`src/rtl/nn_pkg.sv`:
```
// -----------------------------------------------------------------------------
// nn_pkg
// Shared constants, types and helpers for the two-layer feed-forward network
// sequencer (4 inputs -> 6 hidden -> 2 outputs).
//   - Geometry: weight width, fan-ins, neuron counts, layer-2 base address
//   - Datapath widths: operand, product, accumulator, RAM word/address
//   - state_e / layer_e: sequencer state and active-layer flag
//   - relu_sat(): hidden-neuron activation (ReLU, >>>7 scale, 8-bit clamp)
// -----------------------------------------------------------------------------
package nn_pkg;

    localparam int unsigned WWIDTH   = 8;
    localparam int unsigned XWIDTH   = 8;
    localparam int unsigned N_IN     = 4;
    localparam int unsigned N_HID    = 6;
    localparam int unsigned N_OUT    = 2;
    localparam int unsigned L2_BASE  = 8;
    localparam int unsigned PROD_W   = XWIDTH + WWIDTH + 1;
    localparam int unsigned ACC_W    = 21;
    localparam int unsigned RAM_W    = 256;
    localparam int unsigned ADDR_W   = 4;
    localparam int unsigned IDX_W    = 3;
    localparam int unsigned SCALE_SH = 7;

    typedef enum logic [2:0] {
        ST_IDLE,
        ST_WAIT,
        ST_MAC,
        ST_STORE,
        ST_DONE
    } state_e;

    typedef enum logic {
        LAYER_L1,
        LAYER_L2
    } layer_e;

    // Non-positive sums clamp to 0; otherwise scale down and clamp to 255.
    function automatic logic [XWIDTH-1:0] relu_sat(input logic signed [ACC_W-1:0] acc);
        logic signed [ACC_W-1:0] scaled;
        scaled = acc >>> SCALE_SH;
        if (acc[ACC_W-1] || (acc == '0)) begin
            return '0;
        end else if (|scaled[ACC_W-1:XWIDTH]) begin
            return '1;
        end else begin
            return scaled[XWIDTH-1:0];
        end
    endfunction

endpackage

```
`src/rtl/nn_mac_unit.sv`:
```
// -----------------------------------------------------------------------------
// nn_mac_unit
// Serial multiply-accumulate: unsigned 8-bit operand times signed 8-bit weight,
// added into a 21-bit signed accumulator.
//   clk_i      in   clock
//   rst_i      in   synchronous active-high reset (clears accumulator)
//   operand_i  in   unsigned operand (input x or hidden activation h)
//   weight_i   in   signed weight slice from the RAM word
//   acc_en_i   in   add the product this cycle
//   acc_clr_i  in   clear the accumulator (has priority over acc_en_i)
//   acc_o      out  accumulator value
// -----------------------------------------------------------------------------
module nn_mac_unit
    import nn_pkg::*;
(
    input  logic                     clk_i,
    input  logic                     rst_i,
    input  logic [XWIDTH-1:0]        operand_i,
    input  logic signed [WWIDTH-1:0] weight_i,
    input  logic                     acc_en_i,
    input  logic                     acc_clr_i,
    output logic signed [ACC_W-1:0]  acc_o
);

    logic signed [PROD_W-1:0] op_ext;
    logic signed [PROD_W-1:0] w_ext;
    logic signed [PROD_W-1:0] prod;
    logic signed [ACC_W-1:0]  acc_q;
    logic signed [ACC_W-1:0]  acc_d;

    // Operand is zero-extended, weight sign-extended, so the 17-bit signed
    // product is exact.
    assign op_ext = $signed({{(PROD_W-XWIDTH){1'b0}}, operand_i});
    assign w_ext  = $signed({{(PROD_W-WWIDTH){weight_i[WWIDTH-1]}}, weight_i});
    assign prod   = op_ext * w_ext;

    always_comb begin
        acc_d = acc_q;
        if (acc_clr_i) begin
            acc_d = '0;
        end else if (acc_en_i) begin
            acc_d = acc_q + $signed({{(ACC_W-PROD_W){prod[PROD_W-1]}}, prod});
        end
    end

    always_ff @(posedge clk_i) begin
        if (rst_i) begin
            acc_q <= '0;
        end else begin
            acc_q <= acc_d;
        end
    end

    assign acc_o = acc_q;

endmodule

```
`src/rtl/nn_layer_sequencer.sv`:
```
// -----------------------------------------------------------------------------
// nn_layer_sequencer
// Walks the weight RAM one neuron word at a time and drives a serial MAC to
// evaluate layer 1 (4->6, ReLU/scale/saturate) then layer 2 (6->2, sign test).
//   CLK        in   clock
//   RST        in   synchronous active-high reset
//   start      in   request, sampled only in IDLE
//   x0..x3     in   unsigned inputs, captured when start is accepted
//   mem_rdata  in   RAM word, valid one cycle after mem_addr
//   mem_addr   out  RAM word address, held for a whole neuron
//   mem_we     out  RAM write enable (always 0)
//   busy       out  high while a request is in progress (incl. DONE)
//   done       out  one-cycle pulse, y0/y1 valid
//   y0, y1     out  output neuron decisions, held until the next done
// -----------------------------------------------------------------------------
module nn_layer_sequencer
    import nn_pkg::*;
(
    input  logic              CLK,
    input  logic              RST,
    input  logic              start,
    input  logic [7:0]        x0,
    input  logic [7:0]        x1,
    input  logic [7:0]        x2,
    input  logic [7:0]        x3,
    input  logic [RAM_W-1:0]  mem_rdata,
    output logic [ADDR_W-1:0] mem_addr,
    output logic              mem_we,
    output logic              busy,
    output logic              done,
    output logic              y0,
    output logic              y1
);

    state_e                  state_q, state_d;
    layer_e                  layer_q;
    logic [IDX_W-1:0]        n_q;
    logic [IDX_W-1:0]        k_q;
    logic [ADDR_W-1:0]       addr_q;
    logic [XWIDTH-1:0]       x_q [N_IN];
    logic [XWIDTH-1:0]       h_q [N_HID];
    logic [N_OUT-1:0]        yt_q;
    logic [N_OUT-1:0]        yt_d;
    logic [N_OUT-1:0]        y_q;

    logic [XWIDTH-1:0]       operand;
    logic signed [WWIDTH-1:0] weight;
    logic                    acc_en;
    logic                    acc_clr;
    logic signed [ACC_W-1:0] acc;
    logic                    acc_pos;
    logic                    k_last;
    logic                    l1_last;
    logic                    l2_last;
    logic                    unused_rdata;

    assign k_last  = (layer_q == LAYER_L1) ? (k_q == IDX_W'(N_IN - 1))
                                           : (k_q == IDX_W'(N_HID - 1));
    assign l1_last = (n_q == IDX_W'(N_HID - 1));
    assign l2_last = (n_q == IDX_W'(N_OUT - 1));
    assign acc_pos = !acc[ACC_W-1] && (acc != '0);
    assign unused_rdata = ^mem_rdata[RAM_W-1:N_HID*WWIDTH];

    // State register
    always_ff @(posedge CLK) begin
        if (RST) begin
            state_q <= ST_IDLE;
        end else begin
            state_q <= state_d;
        end
    end

    // Next-state logic
    always_comb begin
        state_d = state_q;
        unique case (state_q)
            ST_IDLE:  if (start) state_d = ST_WAIT;
            ST_WAIT:  state_d = ST_MAC;
            ST_MAC:   if (k_last) state_d = ST_STORE;
            ST_STORE: state_d = (layer_q == LAYER_L2 && l2_last) ? ST_DONE : ST_WAIT;
            ST_DONE:  state_d = ST_IDLE;
            default:  state_d = ST_IDLE;
        endcase
    end

    // FSM outputs
    always_comb begin
        busy    = (state_q != ST_IDLE);
        done    = (state_q == ST_DONE);
        acc_en  = (state_q == ST_MAC);
        acc_clr = (state_q == ST_STORE) || (state_q == ST_IDLE && start);
    end

    // Operand / weight-slice selection by MAC index k
    always_comb begin
        operand = '0;
        weight  = '0;
        for (int unsigned i = 0; i < N_HID; i++) begin
            if (k_q == IDX_W'(i)) begin
                weight = $signed(mem_rdata[i*WWIDTH +: WWIDTH]);
            end
        end
        if (layer_q == LAYER_L1) begin
            for (int unsigned i = 0; i < N_IN; i++) begin
                if (k_q == IDX_W'(i)) operand = x_q[i];
            end
        end else begin
            for (int unsigned i = 0; i < N_HID; i++) begin
                if (k_q == IDX_W'(i)) operand = h_q[i];
            end
        end
    end

    always_comb begin
        yt_d = yt_q;
        for (int unsigned i = 0; i < N_OUT; i++) begin
            if (n_q == IDX_W'(i)) yt_d[i] = acc_pos;
        end
    end

    // Datapath registers. The outputs load from yt_d as the last layer-2
    // neuron is stored, so y0/y1 change on the same edge that raises done.
    always_ff @(posedge CLK) begin
        if (RST) begin
            layer_q <= LAYER_L1;
            n_q     <= '0;
            k_q     <= '0;
            addr_q  <= '0;
            yt_q    <= '0;
            y_q     <= '0;
            for (int unsigned i = 0; i < N_IN; i++)  x_q[i] <= '0;
            for (int unsigned i = 0; i < N_HID; i++) h_q[i] <= '0;
        end else begin
            unique case (state_q)
                ST_IDLE: begin
                    if (start) begin
                        x_q[0]  <= x0;
                        x_q[1]  <= x1;
                        x_q[2]  <= x2;
                        x_q[3]  <= x3;
                        addr_q  <= '0;
                        layer_q <= LAYER_L1;
                        n_q     <= '0;
                    end
                end
                ST_WAIT: k_q <= '0;
                ST_MAC:  k_q <= k_q + IDX_W'(1);
                ST_STORE: begin
                    if (layer_q == LAYER_L1) begin
                        for (int unsigned i = 0; i < N_HID; i++) begin
                            if (n_q == IDX_W'(i)) h_q[i] <= relu_sat(acc);
                        end
                        if (l1_last) begin
                            layer_q <= LAYER_L2;
                            n_q     <= '0;
                            addr_q  <= ADDR_W'(L2_BASE);
                        end else begin
                            n_q    <= n_q + IDX_W'(1);
                            addr_q <= {1'b0, n_q} + ADDR_W'(1);
                        end
                    end else begin
                        yt_q <= yt_d;
                        if (l2_last) begin
                            y_q <= yt_d;
                        end else begin
                            n_q    <= n_q + IDX_W'(1);
                            addr_q <= ADDR_W'(L2_BASE) + {1'b0, n_q} + ADDR_W'(1);
                        end
                    end
                end
                ST_DONE: ;
                default: ;
            endcase
        end
    end

    nn_mac_unit u_mac (
        .clk_i     (CLK),
        .rst_i     (RST),
        .operand_i (operand),
        .weight_i  (weight),
        .acc_en_i  (acc_en),
        .acc_clr_i (acc_clr),
        .acc_o     (acc)
    );

    assign mem_addr = addr_q;
    assign mem_we   = 1'b0;
    assign y0       = y_q[0];
    assign y1       = y_q[1];

endmodule
```
`config.mk`:
```
export PLATFORM = sky130hd
export DESIGN_NAME = nn_layer_sequencer
export DESIGN_NICKNAME = d
export VERILOG_FILES = /design/src/rtl/nn_pkg.sv /design/src/rtl/nn_mac_unit.sv /design/src/rtl/nn_layer_sequencer.sv
export SDC_FILE = /design/constraint.sdc
export NUM_CORES = 1
export LEC_CHECK = 0
export CORE_ASPECT_RATIO = 0.8
export CORE_MARGIN = 5
export CORE_UTILIZATION = 42
export DETAILED_ROUTE_END_ITERATION = 10
export PLACE_DENSITY = 0.74
export SLEW_MARGIN = 30
export SYNTH_ARGS = -nofsm -noshare
export SYNTH_HDL_FRONTEND = slang
export SYNTH_SLANG_ARGS = --single-unit
```
`constraint.sdc`:
```
create_clock -name CLK -period 6.3 [get_ports CLK]
set_clock_uncertainty 0.15 [all_clocks]
set_input_delay 0.945 -clock CLK [delete_from_list [all_inputs] [get_ports CLK]]
set_output_delay 0.945 -clock CLK [all_outputs]
set_load 0.02 [all_outputs]
```
==> metrics.csv, run 1 <==
metric,value,unit
outcome,completed,
hold_buf cts,0,
Yosys cell types,68,
slew of the pin with the lowest slew margin,0.710,ns
synthesized cell area,8850,um^2
Power Density,528,nW/um^2
cells after synthesis,964,
Synth top area share,27.1,%
placed cells,1375,
final period utilization,99.9,%
Port Buf Inserts,90,
Pins Over Slew Limit,0,
die height,140,um
Worst-Skew Late Latency,0.43,ns
CTS Buf Count,17,
via count of the first global-routing pass,7846,
crit end category,register,
largest net degree at the start of global routing,40,
Worst-path clk slew,0.06,ns
RePlAce Congestion,0.913,
pre-CTS setup slack,-0.723,ns
minimum clock period,6.29,ns
final hold viol count,0,
fin worst setup slack,0.00724,ns
"FF+latch count, synth",115,
class of the worst hold path,register to register,
post-route insts no fill,1426,
sequential area share after synthesis,35.1,%
number of remaining DRC errors,0,
initial drt markers,687,
critical path type,register to register,
CP required,6.45,ns
nets@finish,1561,
FMAX,159,MHz
Total GRT Usage,21.1,%
antenna-violating nets left,0,
Initial Util,42.8,%
# diodes,0,
hpwl dp,18600,um
clk sink count,115,
WP data arrival,6.44,ns
Synth area leader,edfxtp_1,
area post-placement,10800,um^2
number of synthesized flops with an enable pin,80,
Via Count,7793,
Ports,300,
drt pass-1 iters,5,
unrepaired setup endpoints after global routing,yes,
Startpoint Class,register,
die width,172,um
htree depth,4,
design area,12000,um^2
via density per instance,5.46,
grt ovf,0,
syn nets,1381,
share of post-route cells with drive strength above 1,21.0,%
Reg2Reg Depth,26,
root buf cell,clkbuf_16,
Max-cap violations,0,
clock buffer depth,2,
number of synthesis warnings,0,
synth-to-layout area growth,35.2,%
CTS tree,done,
Mean Syn Cell Area,9.18,um^2
worst vdd ir,0.000426,V
Avg WL per Cell,17.9,um
first-pass GRT wire length,40400,um
area of the core,20700,um^2
"count leader, synth",nor2_1,
die area,24100,um^2
ys async rst share,0,%
initial antenna violation count,0,
static leakage,5.02,nW
final setup vio count,0,
hold path cells,2,
commonest cells in the netlist,"nor2_1, nand2_1, inv_1",
Synth Flop Type,edfxtp_1,
Slew HR,52.1,%
ranking of synthesized cells by area,"edfxtp_1, fa_1, ha_1",
Post-Route WL,25500,um
number of core rows,47,
Worst Path Max Fanout,8,
[layout make-up]
cell class | instances | area, um^2
inverters | 88 | 345
repair buffers | 207 | 1950
fillers | 1723 | 8740
flip-flops and latches | 115 | 3110
clock buffers | 17 | 425
clock inverters | 15 | 146
well taps | 269 | 337
multi-input cells | 715 | 5650
[kinds of logic (layout without fill, tap and decap cells)]
family / count (synthesis) / count (layout) / synth area share [%]
buf+inv: 134 / 327 / 6.04
xor+xnor: 16 / 16 / 1.58
other cells: 1 / 1 / 0.0424
compound gates: 212 / 212 / 15.7
fa+ha+maj: 126 / 126 / 22.2
simple gates: 356 / 356 / 18.9
mux: 4 / 4 / 0.466
flops: 115 / 115 / 35.1
[power breakdown]
part           switching [mW]  total (mW)  leakage, nW  internal, mW
logic                    2.30        4.38         3.61          2.08
clock network           0.396       0.950        0.284         0.554
registers              0.0738       0.982         1.12         0.908
[placed cells by master (no fill, tap or decap), types with 9 or more instances in the layout]
| cell | synthesis | routed |
|---|---|---|
| a21oi_1 | 71 | 56 |
| a21oi_2 | 0 | 14 |
| and2_1 | 45 | 43 |
| buf_4 | 3 | 91 |
| buf_6 | 0 | 16 |
| clkbuf_16 | 0 | 17 |
| clkdlybuf4s50_1 | 0 | 90 |
| dfxtp_1 | 35 | 33 |
| edfxtp_1 | 80 | 80 |
| fa_1 | 52 | 48 |
| ha_1 | 74 | 65 |
| inv_1 | 85 | 76 |
| inv_6 | 0 | 9 |
| nand2_1 | 99 | 98 |
| nand2b_1 | 22 | 21 |
| nand3_1 | 12 | 12 |
| nor2_1 | 119 | 113 |
| nor2b_1 | 15 | 15 |
| o21ai_0 | 41 | 15 |
| o21ai_1 | 4 | 23 |
[metrics by stage]
step / hold slack, ns / setup TNS, ns / util, % / total power, mW
5_1_grt: 0.334 / -1.50 / 57.8 / 6.89
4_1_cts: 0.310 / -0.00831 / 56.7 / 6.00
3_3_place_gp: 0.294 / -6.12 / 52.0 / 4.65
6_report: 0.316 / 0 / 57.8 / 6.31
2_1_floorplan: 0.286 / 0 / - / 3.46
3_5_place_dp: 0.301 / -7.03 / 52.0 / 4.75
[flip-flops by register name (all words and copies together) (netlist names)]
register and cells:
yt_q 1, y_q 2, mem_addr 2, n_q 2
k_q 3, layer_q 1, x_q 32, state_q 3
u_mac.acc_o 21, h_q 48
[final timing paths]
path / from / end / slack, ns
max: k_q[1] / u_mac.acc_o[19] / 0.007
min: u_mac.acc_o[3] / u_mac.acc_o[3] / 0.32
max reg2reg: k_q[1] / u_mac.acc_o[19] / 0.007
min reg2reg: u_mac.acc_o[3] / u_mac.acc_o[3] / 0.32
[worst max-delay path: stages (launching register included)]
cell and delay (ns):
dfxtp_2 0.35, inv_4 0.05, ha_4 0.22, inv_6 0.09, buf_8 0.12, a31oi_1 0.08, o21ai_1 0.13, mux2i_1 0.10
o21ai_1 0.15, buf_4 0.15, o211ai_2 0.11, or2_4 0.26, fa_1 0.47, fa_1 0.51, inv_2 0.05, fa_1 0.49
fa_1 0.53, inv_2 0.05, fa_1 0.51, inv_2 0.05, ha_4 0.16, or4_4 0.49, o22ai_4 0.22, nor3_4 0.09
o41ai_4 0.23, mux2i_1 0.26, o22ai_2 0.08
[timing repair]
action,in CTS,in global routing
pin swaps,59,40
buffers inserted,14,7
setup endpoints to repair,12,13
gates resized for setup,88,40
gates cloned,1,0
[metal layers]
metal | part of all wire, % | global-route usage [%] | vias up
li1 | - | - | 3682
met1 | 45 | 30.1 | 3781
met2 | 45 | 32.6 | 298
met3 | 9.0 | 5.78 | 32
met4 | 1.3 | 4.05 | 0
met5 | 0 | 0 | -
(Power assumes the default switching activity.)
==> inputs of run 2 (changes only) <==
- CAP_MARGIN: unset -> 20
==> results of run 2 <==
No change in the layout: final DEF, timing and power equal those of run 1.
==> inputs of run 3 (changes only) <==
- CORE_UTILIZATION: 42 -> 45
- PLACE_DENSITY: 0.74 -> 0.75
- clock period: 6.3 -> 7.7 ns (I/O delays scaled with it)
==> run 3 against run 2 <==
Against the previous run:
- global-route usage rose by 1.0 points
- worst setup slack improved by 0.35 ns
- sequential share of layout area rose by 3.1 points
- routed wire length fell by 4.4%
- first-iteration DRC count rose by 21%
- design area fell by 11%
- clock power fell by 20%
- sequential power fell by 18%
- combinational power fell by 38%
- critical path type unchanged
==> metrics.csv, run 3 (synthesis gave the netlist of run 1 again) <==
metric,value,unit
FMAX,136,MHz
slew of the pin with the lowest slew margin,0.993,ns
minimum clock period,7.34,ns
final hold viol count,0,
number of core rows,45,
most frequent cells in the layout,"nor2_1, nand2_1, clkdlybuf4s50_1",
Critical-path top delay cell,fa_1,
Post-CTS Resized,0,
area post-placement,10100,um^2
root buf cell,clkbuf_16,
number of remaining DRC errors,0,
die width,167,um
RePlAce Congestion,0.941,
Ports,300,
"commonest non-fill, non-tap cell in the layout",nor2_1,
Pins Over Slew Limit,0,
Design Power,4.29,mW
CP most frequent cell,fa_1,
Max-cap violations,0,
initial antenna violation count,0,
synth-to-layout area growth,20.7,%
largest net degree at the start of global routing,43,
# diodes,0,
Fin Setup TNS,0,ns
clk sink count,115,
CP required,7.85,ns
crit end category,register,
grt ovf,0,
area of the core,19100,um^2
final period utilization,95.4,%
clock buffer depth,2,
Total GRT Usage,22.1,%
final setup vio count,0,
worst vdd ir,0.000308,V
via count of the first global-routing pass,7422,
Post-Route WL,24400,um
Port Buf Inserts,90,
critical path type,register to register,
design area,10700,um^2
first-pass GRT wire length,39200,um
outcome,completed,
Post-CTS Setup Inserts,0,
Startpoint Class,register,
htree depth,4,
static leakage,4.47,nW
Worst-Skew Late Latency,0.44,ns
antenna-violating nets left,0,
Initial Util,46.2,%
nets@finish,1476,
CTS tree,done,
Worst Path Max Fanout,17,
hpwl dp,18400,um
initial drt markers,831,
max reg flops,48,
die height,135,um
CTS Buf Count,17,
WP data arrival,7.50,ns
Largest Register,h_q,
Fill cells,1669,
Via Count,7499,
Slew HR,33.1,%
worst hold slack,0.314,ns
Worst-path clk slew,0.06,ns
die area,22600,um^2
CP peak stage delay,0.56,ns
via density per instance,5.64,
Power Density,402,nW/um^2
Avg WL per Cell,18.3,um
share of post-route cells with drive strength above 1,7.84,%
unrepaired setup endpoints after global routing,no,
drt pass-1 iters,5,
hold_buf cts,0,
class of the worst hold path,register to register,
-- run 3: changes by cell type in the layout (fill, tap and decap cells not counted), moves of 8 or more --
| cell | before | now |
|---|---|---|
| o21ai_0 | 15 | 41 |
| ha_4 | 8 | 0 |
| ha_1 | 65 | 74 |
| buf_6 | 16 | 0 |
| a21oi_2 | 14 | 0 |
| inv_1 | 76 | 85 |
| o21ai_1 | 23 | 4 |
| buf_4 | 91 | 31 |
| a21oi_1 | 56 | 71 |
-- run 3: area by class of cell --
cell class | instances | area (um^2) | area share, %
Clock buffer | 17 | 425 | 3.98
Timing Repair Buffer | 122 | 1150 | 10.8
Multi-Input combinational cell | 715 | 5220 | 48.8
Tap cell | 258 | 323 | 3.02
Inverter | 88 | 330 | 3.09
Sequential cell | 115 | 3100 | 29.0
Clock inverter | 15 | 134 | 1.25
-- run 3: worst max-delay path: cells and delay by family, from the launching register on --
kind                     cells  cell delay [ns]
AO/OA/AOI/OAI                7             1.46
flip-flops                   1             0.34
buffers and inverters        6             0.78
adder cells (fa/ha/maj)      7             3.18
multiplexers                 1             0.29
AND/OR/NAND/NOR              4             0.98
-- run 3: layer usage --
layer	GRT usage [%]	routed length [um]	vias up
met4	8.63	667	0
met3	5.95	2140	44
met5	0	0	-
met1	30.8	11100	3591
met2	33.1	10500	364
li1	-	-	3500
-- run 3: metrics by stage --
step | util (%) | setup WS [ns] | instances
after global routing | 55.8 | 0.0146 | 1330
after global placement | 52.9 | 0.203 | 1298
after floorplan | - | 0.810 | 964
after CTS | 55.8 | 0.423 | 1330
final | 55.8 | 0.356 | 1330
after detailed placement | 52.9 | 0.129 | 1298
-- run 3: power by group --
part,switching (mW),internal [mW],total [mW]
Combinational,1.59,1.14,2.73
Clock,0.314,0.444,0.757
Sequential,0.0644,0.743,0.807
Total,1.96,2.33,4.29
-- run 3: worst paths after layout --
| kind | slack [ns] | to | startpoint | cells past startpoint |
|---|---|---|---|---|
| setup / recovery | 0.36 | u_mac.acc_o[19] | k_q[1] | 25 |
| hold / removal | 0.31 | u_mac.acc_o[2] | u_mac.acc_o[2] | 2 |
| setup reg to reg | 0.36 | u_mac.acc_o[19] | k_q[1] | 25 |
| hold reg to reg | 0.31 | u_mac.acc_o[2] | u_mac.acc_o[2] | 2 |
